### config.mk
export PLATFORM = sky130hd
export DESIGN_NAME = semaforo_scheduler
export DESIGN_NICKNAME = d
export VERILOG_FILES = /design/src/rtl/semaforo_pkg.sv /design/src/rtl/tick_prescaler.sv /design/src/rtl/semaforo_scheduler.sv
export SDC_FILE = /design/constraint.sdc
export NUM_CORES = 1
export LEC_CHECK = 0
export ABC_CLOCK_PERIOD_IN_PS = 3500
export BUFFER_PORTS_ARGS = -buffer_cell sky130_fd_sc_hd__buf_2
export CORE_ASPECT_RATIO = 0.8
export CORE_MARGIN = 4
export CORE_UTILIZATION = 55
export CTS_CLUSTER_SIZE = 10
export DETAILED_ROUTE_END_ITERATION = 10
export GPL_TIMING_DRIVEN = 0
export PLACE_DENSITY = 0.82
export REMOVE_ABC_BUFFERS = 1
export SYNTH_ARGS = -nofsm -noshare
export SYNTH_HDL_FRONTEND = slang
export SYNTH_SLANG_ARGS = --single-unit
### constraint.sdc
create_clock -name clk -period 3.5 [get_ports clk]
set_clock_uncertainty 0.15 [all_clocks]
set_input_delay 0 -clock clk [delete_from_list [all_inputs] [get_ports clk]]
set_output_delay 0 -clock clk [all_outputs]
set_load 0.05 [all_outputs]
### src/rtl/semaforo_pkg.sv
// Shared definitions for the two-street traffic light scheduler.
// Holds the state encoding, the next-green side selector, the lamp patterns
// ({red, yellow, green}) and the state-to-lamp decode used by the top level.
package semaforo_pkg;

  typedef enum logic [2:0] {
    S_AG   = 3'd0,
    S_AY   = 3'd1,
    S_AR   = 3'd2,
    S_BG   = 3'd3,
    S_BY   = 3'd4,
    S_BR   = 3'd5,
    S_WALK = 3'd6
  } state_t;

  typedef enum logic {
    SIDE_A = 1'b0,
    SIDE_B = 1'b1
  } side_t;

  localparam logic [2:0] RED = 3'b100;
  localparam logic [2:0] YEL = 3'b010;
  localparam logic [2:0] GRN = 3'b001;

  // Returns {LA, LB} for a state; every non-green/yellow state is all-red.
  function automatic logic [5:0] lamps_of(state_t s);
    case (s)
      S_AG:    lamps_of = {GRN, RED};
      S_AY:    lamps_of = {YEL, RED};
      S_BG:    lamps_of = {RED, GRN};
      S_BY:    lamps_of = {RED, YEL};
      default: lamps_of = {RED, RED};
    endcase
  endfunction

endpackage

### src/rtl/tick_prescaler.sv
// Timing-tick generator.
// Counts board clocks 0..TICK_DIV-1 and raises tick for the single clock in
// which the count wraps, so the first tick appears TICK_DIV clocks after
// reset is released.
// Ports: clk (board clock), reset (sync, active-low), tick (registered strobe).
module tick_prescaler
  import semaforo_pkg::*;
#(
  parameter int TICK_DIV = 16000000
) (
  input  logic clk,
  input  logic reset,
  output logic tick
);

  localparam int CNT_W = (TICK_DIV > 1) ? $clog2(TICK_DIV) : 1;
  localparam logic [CNT_W-1:0] CNT_LAST = CNT_W'(TICK_DIV - 1);

  logic [CNT_W-1:0] cnt_q, cnt_d;
  logic             tick_q, tick_d;

  always_comb begin
    if (cnt_q == CNT_LAST) begin
      cnt_d  = '0;
      tick_d = 1'b1;
    end else begin
      cnt_d  = cnt_q + 1'b1;
      tick_d = 1'b0;
    end
  end

  always_ff @(posedge clk) begin
    if (!reset) begin
      cnt_q  <= '0;
      tick_q <= 1'b0;
    end else begin
      cnt_q  <= cnt_d;
      tick_q <= tick_d;
    end
  end

  assign tick = tick_q;

endmodule

### src/rtl/semaforo_scheduler.sv
// Two-street (A/B) traffic light sequencer with pedestrian WALK phase and
// parade mode. All state changes happen on timing ticks; elapsed counts the
// ticks spent in the current state and saturates.
// Ports:
//   clk, reset      board clock, synchronous active-low reset
//   TA, TB          traffic present on street A / B (active-high)
//   P, R            parade set / clear (clear wins)
//   ped_req         pedestrian request (rising edge latches a request)
//   ped_ack         one-clock pulse when a WALK phase starts
//   LA, LB          lamps {red, yellow, green} for street A / B
//   walk            pedestrian WALK lamp
//   tick            timing strobe
//   state           current state code (debug)
module semaforo_scheduler
  import semaforo_pkg::*;
#(
  parameter int TICK_DIV  = 16000000,
  parameter int GREEN_MIN = 5,
  parameter int GREEN_MAX = 15,
  parameter int YELLOW_T  = 3,
  parameter int ALLRED_T  = 1,
  parameter int WALK_T    = 6
) (
  input  logic       clk,
  input  logic       reset,
  input  logic       TA,
  input  logic       TB,
  input  logic       P,
  input  logic       R,
  input  logic       ped_req,
  output logic       ped_ack,
  output logic [2:0] LA,
  output logic [2:0] LB,
  output logic       walk,
  output logic       tick,
  output logic [2:0] state
);

  localparam int EL_W = $clog2(GREEN_MAX + 1);

  state_t          state_q, state_d;
  logic [EL_W-1:0] elapsed_q, elapsed_d;
  side_t           next_side_q, next_side_d;
  logic            parade_q, parade_d;
  logic            ped_pend_q, ped_pend_d;
  logic            ped_req_prev_q, ped_req_prev_d;
  logic            ped_ack_q, ped_ack_d;
  logic            walk_q, walk_d;
  logic [2:0]      la_q, la_d, lb_q, lb_d;

  logic            tick_w;
  logic [31:0]     e_inc;
  logic            adv, illegal, enter_walk, ped_rise;
  logic            a_green_done, b_green_done;

  tick_prescaler #(
    .TICK_DIV(TICK_DIV)
  ) u_prescaler (
    .clk  (clk),
    .reset(reset),
    .tick (tick_w)
  );

  always_comb begin
    // Exit tests look at the tick count including the tick now being taken.
    e_inc = 32'(elapsed_q) + 32'd1;
    a_green_done = ((e_inc >= 32'(GREEN_MIN)) && (!TA || ped_pend_q)) ||
                   (e_inc >= 32'(GREEN_MAX));
    // Parade freezes B green regardless of traffic or pedestrians.
    b_green_done = !parade_q &&
                   (((e_inc >= 32'(GREEN_MIN)) && (!TB || ped_pend_q)) ||
                    (e_inc >= 32'(GREEN_MAX)));

    state_d     = state_q;
    next_side_d = next_side_q;
    adv         = 1'b0;
    illegal     = 1'b0;

    case (state_q)
      S_AG: if (tick_w && a_green_done) begin
        state_d = S_AY;
        adv     = 1'b1;
      end
      S_AY: if (tick_w && (e_inc >= 32'(YELLOW_T))) begin
        state_d     = S_AR;
        next_side_d = SIDE_B;
        adv         = 1'b1;
      end
      S_AR: if (tick_w && (e_inc >= 32'(ALLRED_T))) begin
        state_d = (ped_pend_q && !parade_q) ? S_WALK : S_BG;
        adv     = 1'b1;
      end
      S_BG: if (tick_w && b_green_done) begin
        state_d = S_BY;
        adv     = 1'b1;
      end
      S_BY: if (tick_w && (e_inc >= 32'(YELLOW_T))) begin
        state_d     = S_BR;
        next_side_d = SIDE_A;
        adv         = 1'b1;
      end
      S_BR: if (tick_w && (e_inc >= 32'(ALLRED_T))) begin
        state_d = (ped_pend_q && !parade_q) ? S_WALK : S_AG;
        adv     = 1'b1;
      end
      S_WALK: if (tick_w && (e_inc >= 32'(WALK_T))) begin
        state_d = (next_side_q == SIDE_A) ? S_AG : S_BG;
        adv     = 1'b1;
      end
      default: begin
        // Unused code: recover to A green immediately, not on a tick.
        state_d = S_AG;
        illegal = 1'b1;
      end
    endcase

    if (adv || illegal) begin
      elapsed_d = '0;
    end else if (tick_w && (elapsed_q != '1)) begin
      elapsed_d = elapsed_q + 1'b1;
    end else begin
      elapsed_d = elapsed_q;
    end

    enter_walk     = adv && (state_d == S_WALK);
    ped_rise       = ped_req && !ped_req_prev_q;
    ped_req_prev_d = ped_req;

    // Entering WALK serves the request; edges seen while walking are dropped.
    if (enter_walk) begin
      ped_pend_d = 1'b0;
    end else if (ped_rise && (state_q != S_WALK)) begin
      ped_pend_d = 1'b1;
    end else begin
      ped_pend_d = ped_pend_q;
    end

    if (R) begin
      parade_d = 1'b0;
    end else if (P) begin
      parade_d = 1'b1;
    end else begin
      parade_d = parade_q;
    end

    {la_d, lb_d} = lamps_of(state_d);
    walk_d       = (state_d == S_WALK);
    ped_ack_d    = enter_walk;
  end

  always_ff @(posedge clk) begin
    if (!reset) begin
      state_q        <= S_AG;
      elapsed_q      <= '0;
      next_side_q    <= SIDE_B;
      parade_q       <= 1'b0;
      ped_pend_q     <= 1'b0;
      ped_req_prev_q <= 1'b0;
      ped_ack_q      <= 1'b0;
      walk_q         <= 1'b0;
      la_q           <= GRN;
      lb_q           <= RED;
    end else begin
      state_q        <= state_d;
      elapsed_q      <= elapsed_d;
      next_side_q    <= next_side_d;
      parade_q       <= parade_d;
      ped_pend_q     <= ped_pend_d;
      ped_req_prev_q <= ped_req_prev_d;
      ped_ack_q      <= ped_ack_d;
      walk_q         <= walk_d;
      la_q           <= la_d;
      lb_q           <= lb_d;
    end
  end

  assign LA      = la_q;
  assign LB      = lb_q;
  assign walk    = walk_q;
  assign ped_ack = ped_ack_q;
  assign tick    = tick_w;
  assign state   = state_q;

endmodule

======== After elaboration in Yosys (flattened, before gate mapping) ========
Cells that the tools add are included.
word-level totals
  output and inout port bits .............. 12
  logic and storage cells ................. 92
  flip-flop bits (word level) ............. 44
operators by class
  bitwise gates (word level) .............. 1
  order comparisons ....................... 5
  reductions and logical operators ........ 33
  equality and inequality tests ........... 15
  mux-type cells .......................... 23
  $add $sub $neg .......................... 3
operators with widths
  cell                                                                                 number
  3-bit 2-to-1 mux                                                                     9
  24-bit by 1-bit adder with 24-bit output, second input constant                      1
  24-bit equality test, second input constant                                          1
  6-bit one-hot mux with 4 select lines                                                1
  3-bit one-hot mux with 7 select lines                                                1
  3-bit equality test, second input constant                                           5
  1-bit logical AND                                                                    13
  2-bit OR reduction                                                                   6
  5-bit by 3-bit greater-or-equal comparator with 1-bit output, second input constant  2
  3-bit by 2-bit equality test with 1-bit output, second input constant                3
  1-bit 2-to-1 mux                                                                     9
  7-bit OR reduction                                                                   1
  3-bit by 1-bit equality test with 1-bit output, second input constant                2
  3-bit logical NOT                                                                    2
  4-bit by 1-bit adder with 5-bit output, second input constant                        1
  5-bit by 1-bit greater-or-equal comparator with 1-bit output, second input constant  1
  5-bit by 2-bit greater-or-equal comparator with 1-bit output, second input constant  1
  5-bit by 4-bit greater-or-equal comparator with 1-bit output, second input constant  1
  1-bit logical OR                                                                     5
  1-bit one-hot mux with 5 select lines                                                1
  4-bit by 1-bit adder with 4-bit output, second input constant                        1
  1-bit logical NOT                                                                    4
  2-bit != test, second input constant                                                 2
  4-bit != test, second input constant                                                 1
  other kinds (6)                                                                      6

======== Depth between registers and ports, before layout ========
  depth in word-level cells ............... 11
  depth in mapped cells ................... 9
  mapped depth without buffers ............ 9

======== Modules after synthesis ========
Synthesis repeated with hierarchy kept, for this count alone.
second synthesis, totals
  cells, all modules ...................... 290
  area total of the unflattened synthesis .. 2401.1 um2
by module, submodules not included
  module              area each (um2)  cells each  times used
  semaforo_scheduler  1268.7           158         1
  tick_prescaler      1132.3           132         1

======== Worst setup path before layout ========
Ideal clock, no wire load.
  kind .................................... register to register
  from .................................... reg elapsed_q[0]
  to ...................................... reg ped_ack_q, in the netlist ped_ack
  setup time .............................. 0.059 ns
  path slack .............................. 0.943 ns
  period minus slack after synthesis ...... 2.557 ns
  cell stages (with the launch flop) ...... 10
  data required time ...................... 3.291 ns
  arrival time ............................ 2.348 ns
  cells stage by stage .................... dfxtp_1 > inv_1 > ha_1 > nor4b_2 > o21a_2 > nor4_1 > a2111oi_1 > o211a_2 > and2_4 > and3_1
between the ends
  word-level cells in the longest chain between the ends .. 10
RTL lines
  element                                                       RTL line                                            source
  from (decl)                                                   semaforo_scheduler.sv:42                            logic [EL_W-1:0] elapsed_q, elapsed_d;
  from (signal assigned)                                        semaforo_scheduler.sv:165                           elapsed_q <= elapsed_d;
  4-bit by 1-bit adder with 5-bit output (*)                    semaforo_scheduler.sv:66                            e_inc = 32'(elapsed_q) + 32'd1;
  named net e_inc[0]                                            semaforo_scheduler.sv:52                            logic [31:0] e_inc;
  5-bit by 3-bit greater-or-equal comparator with 1-bit output  semaforo_scheduler.sv:67, semaforo_scheduler.sv:71
  1-bit logical AND                                             semaforo_scheduler.sv:71                            (((e_inc >= 32'(GREEN_MIN)) && (!TB || ped_pend_q)) ||
  1-bit logical OR                                              semaforo_scheduler.sv:71
  1-bit logical AND                                             semaforo_scheduler.sv:70                            b_green_done = !parade_q &&
  1-bit logical AND                                             semaforo_scheduler.sv:93                            S_BG: if (tick_w && b_green_done) begin
  3-bit 2-to-1 mux                                              semaforo_scheduler.sv:93
  3-bit one-hot mux with 7 select lines                         semaforo_scheduler.sv:79                            case (state_q)
  3-bit equality test                                           semaforo_scheduler.sv:125                           enter_walk = adv && (state_d == S_WALK);
  1-bit logical AND (*)                                         semaforo_scheduler.sv:125
  to (signal assigned)                                          semaforo_scheduler.sv:170                           ped_ack_q <= ped_ack_d;
  to (decl)                                                     semaforo_scheduler.sv:47                            logic ped_ack_q, ped_ack_d;
Mark *: on every way through the listed nets, which the timed path passes. The rest lies on a longest branch.
A chain may end at the register's enable or synchronous reset.

======== Worst setup path after layout ========
Ends and elaborated chain as after synthesis.

==> impl_results.md <==
- Number of global-route vias before repair: 1776
- Remaining DRCs: 0
- Clock sink count: between 40 and 50
- CTS tree: built
- Vias post-DR: around 1.8k
- Chip Width: 79.2 µm
- Startpoint Class: register
- Fin crit share: 0.851
- Antenna violations before repair: 0
- CTS Buffer Depth: 2
- # IOs: 19
- Max-Cap Viols: 0
- Initial Util: 0.580
- Min cycle time layout: 2980 ps
- Worst hold-check path type: primary input to register
- Clock power share: 0.423
- RD Place Congestion: 0.902
- Mean Syn Cell Area: between 8 and 9 µm²
- Rel. slew slack: 0.444
- Worst path required time: roughly 3600 ps
- First-pass GRT wire length: 7850 µm
- DR WL/cell: 13.4 µm
- Largest net degree at the start of global routing: 24
- Cell internal pwr: roughly 0.73 mW
- Num CTS Buffers: 5
- Area Growth Syn to Fin: 11.0%
- Ys flop type: dfxtp_1
- CP endpoint kind: register
- Global route total overflow: 0
- Core area: roughly 0.0039 mm²
- Max Slew Vio Count: 0
- Status: completed
- Worst-path clk slew: 90 ps
- Switch share: 0.213
- Share of cells above drive strength 1: 0.154
- Reg2reg start: elapsed_q[0]
- #FFs+latches synth: 44
- Number of library cell types mapped by synthesis: 54
- DP Wirelength: 3230 µm
- H-tree levels: 2
- Crit path from: elapsed_q[0]
- Ys async rst share: 0
- Pwr dens: 376 mW/mm²
- Critical path class: register to register
- Post-CTS Resized: 0
- Final setup vio count: 0
- Arrival time of the worst setup path: 3080 ps
- Drt via density: 5.49
- Worst-Margin Slew: 834 ps
- Synth Cell Area: 0.00223 mm²
- Gr usage total: 0.192
- Final WS setup: 520 ps
- Sequential fraction of the synthesis area: 0.394
- Antenna Nets Post-Route: 0
- Reg power frac: 0.547
- Setup TNS: 0 ps
- P_sw: ~0.20 mW
- Final Cell Area: about 0.0025 mm²
- Ant diodes: 0
- Root buf cell: clkbuf_8
- Final std cells w/o fill: 334
- Die Ht: approximately 65 µm
- Peak supply drop: 0.376 mV
- Dpl ws: 581 ps
- Nets: 290
- YS warnings: 0
- Gate Count Post-Synth: about 260
- Die area: between 0.005 and 0.006 mm²
- Comb pwr share: 0.030
- RSZ-0062 raised after global routing: false
- DP Cell Count: roughly 320
- CP Max Fanout: 8
- EDFF count, synth: 0
- Leak pwr: slightly below 1 nW
- Register Area: 881 µm²
- Worst skew pair latency: 300 ps
- Worst hold start: TB
- Filler instances: 347
- Iter 0 DRT Violations: 194
- # port buffers: 18
- Placed cell areas: 0.00231 mm²
- F_max: 0.336 GHz
- Core Rows: 20
- Total Routed Length: 4470 µm
- Multi-input logic area: 0.00124 mm²
- Pre-antenna DRT Iters: 4
- Utilization after layout: 0.643
- Hold Vio Cnt, Final: 0
-- path summary, 6_finish.rpt --
| path | endpoint | slack [ps] | cells past startpoint |
|---|---|---|---|
| max | ped_ack | 520 | 9 |
| min | state[2] | 160 | 5 |
| max reg2reg | ped_ack | 520 | 9 |
| min reg2reg | u_prescaler.cnt_q[0] | 290 | 1 |
-- placed cells by master (no fill, tap or decap), drive strengths merged, types with 5 or more instances in the layout --
| cell | Yosys | routed |
|---|---|---|
| and3 | 6 | 6 |
| clkbuf | 8 | 5 |
| dfxtp | 44 | 44 |
| inv | 8 | 9 |
| nor3 | 5 | 5 |
| buf | 1 | 18 |
| nand2b | 5 | 5 |
| nand4 | 8 | 8 |
| and2 | 8 | 8 |
| nor4b | 5 | 5 |
| dlygate4sd3 | 0 | 5 |
| nand2 | 25 | 25 |
| o21ai | 5 | 5 |
| nor2 | 39 | 39 |
| xor2 | 14 | 14 |
| ha | 5 | 5 |
| xnor2 | 10 | 10 |
| a21oi | 9 | 9 |
| nand3 | 10 | 10 |
-- metrics by stage --
stage,total power [mW],hold WS (ps)
final,0.931,159
after global routing,0.974,229
after CTS,0.940,161
after detailed placement,0.545,13.9
after global placement,0.544,12.9
after floorplan,0.535,-73.9
-- critical path, stage by stage, from the launching register on --
cell	delay, ps
dfxtp_1	480
inv_1	160
ha_1	380
nor4b_2	320
o21a_2	230
nor4_1	90
a2111oi_1	470
o211a_2	350
and2_4	170
and3_1	150
-- registers in the layout, summed over array words and instances, names as in the netlist --
name / cells
ped_ack: 1
LA: 3
u_prescaler.cnt_q: 24
next_side_q: 1
ped_req_prev_q: 1
walk: 1
state: 3
parade_q: 1
ped_pend_q: 1
u_prescaler.tick: 1
LB: 3
elapsed_q: 4
-- power by group through the flow --
stage	Combinational (mW)	Sequential [mW]	Clock, mW
floorplan	0.0154	0.520	0
detailed placement	0.0235	0.521	0
finish	0.0281	0.509	0.394
global route	0.0317	0.510	0.432
CTS	0.0279	0.509	0.403
global placement	0.0231	0.521	0
-- cell type report --
class / instances / share of cell area
clock buffer: 5 / 0.0278
clock inverter: 3 / 0.0187
inverter: 8 / 0.0121
multi-input combinational: 196 / 0.502
sequential: 44 / 0.355
tap: 55 / 0.0278
timing repair buffer: 23 / 0.0565
-- synth_stat cells, types with 2 or more instances --
master     count  share of area
xor2_1        14          0.055
and2b_2        3          0.012
nand2b_1       5          0.014
ha_1           5          0.028
clkbuf_8       3          0.018
or2_2          2         0.0056
nand2_1       25          0.042
dfxtp_1       44           0.39
nor4b_1        3          0.012
a31oi_1        4          0.011
and3_1         5          0.014
and4_1         2         0.0078
inv_1          8          0.013
nand4_1        8          0.022
nor4_1         3         0.0084
a21oi_1        9          0.020
nor2_1        39          0.066
a2111oi_1      2         0.0090
clkbuf_1       5         0.0084
and3b_1        2         0.0078
nor3_1         5          0.011
nand3_1       10          0.022
o21ai_0        3         0.0067
and2_1         7          0.020
nor2b_1        2         0.0056
a211oi_1       3          0.010
xnor2_1       10          0.039
-- cells by family (layout without fill, tap and decap cells) --
kind of cell    count (synthesis)  count (layout)  share of synthesized area
mux                             1               1                    0.00616
fa+ha+maj                       5               5                     0.0280
simple gates                  130             130                      0.311
compound gates                 36              36                      0.118
flops                          44              44                      0.394
xor+xnor                       24              24                     0.0941
buf+inv                        18              39                     0.0487
-- metal layers --
| layer | share of wire | wire length (µm) | up-vias | GRT usage |
|---|---|---|---|---|
| met5 | 0 | 0 | - | 0 |
| met3 | 0.058 | 260 | 4 | 0.0611 |
| li1 | - | - | 934 | - |
| met4 | 0.0040 | 18 | 0 | 0.0472 |
| met1 | 0.48 | 2160 | 842 | 0.246 |
| met2 | 0.45 | 2030 | 52 | 0.312 |
-- timing repair --
item / 4_1_cts / 5_1_grt
setup buffers: 0 / 0
endpoints found under the hold margin: 8 / 0
hold buffers: 5 / 0
No activity file was read; power rests on OpenSTA's default activity.
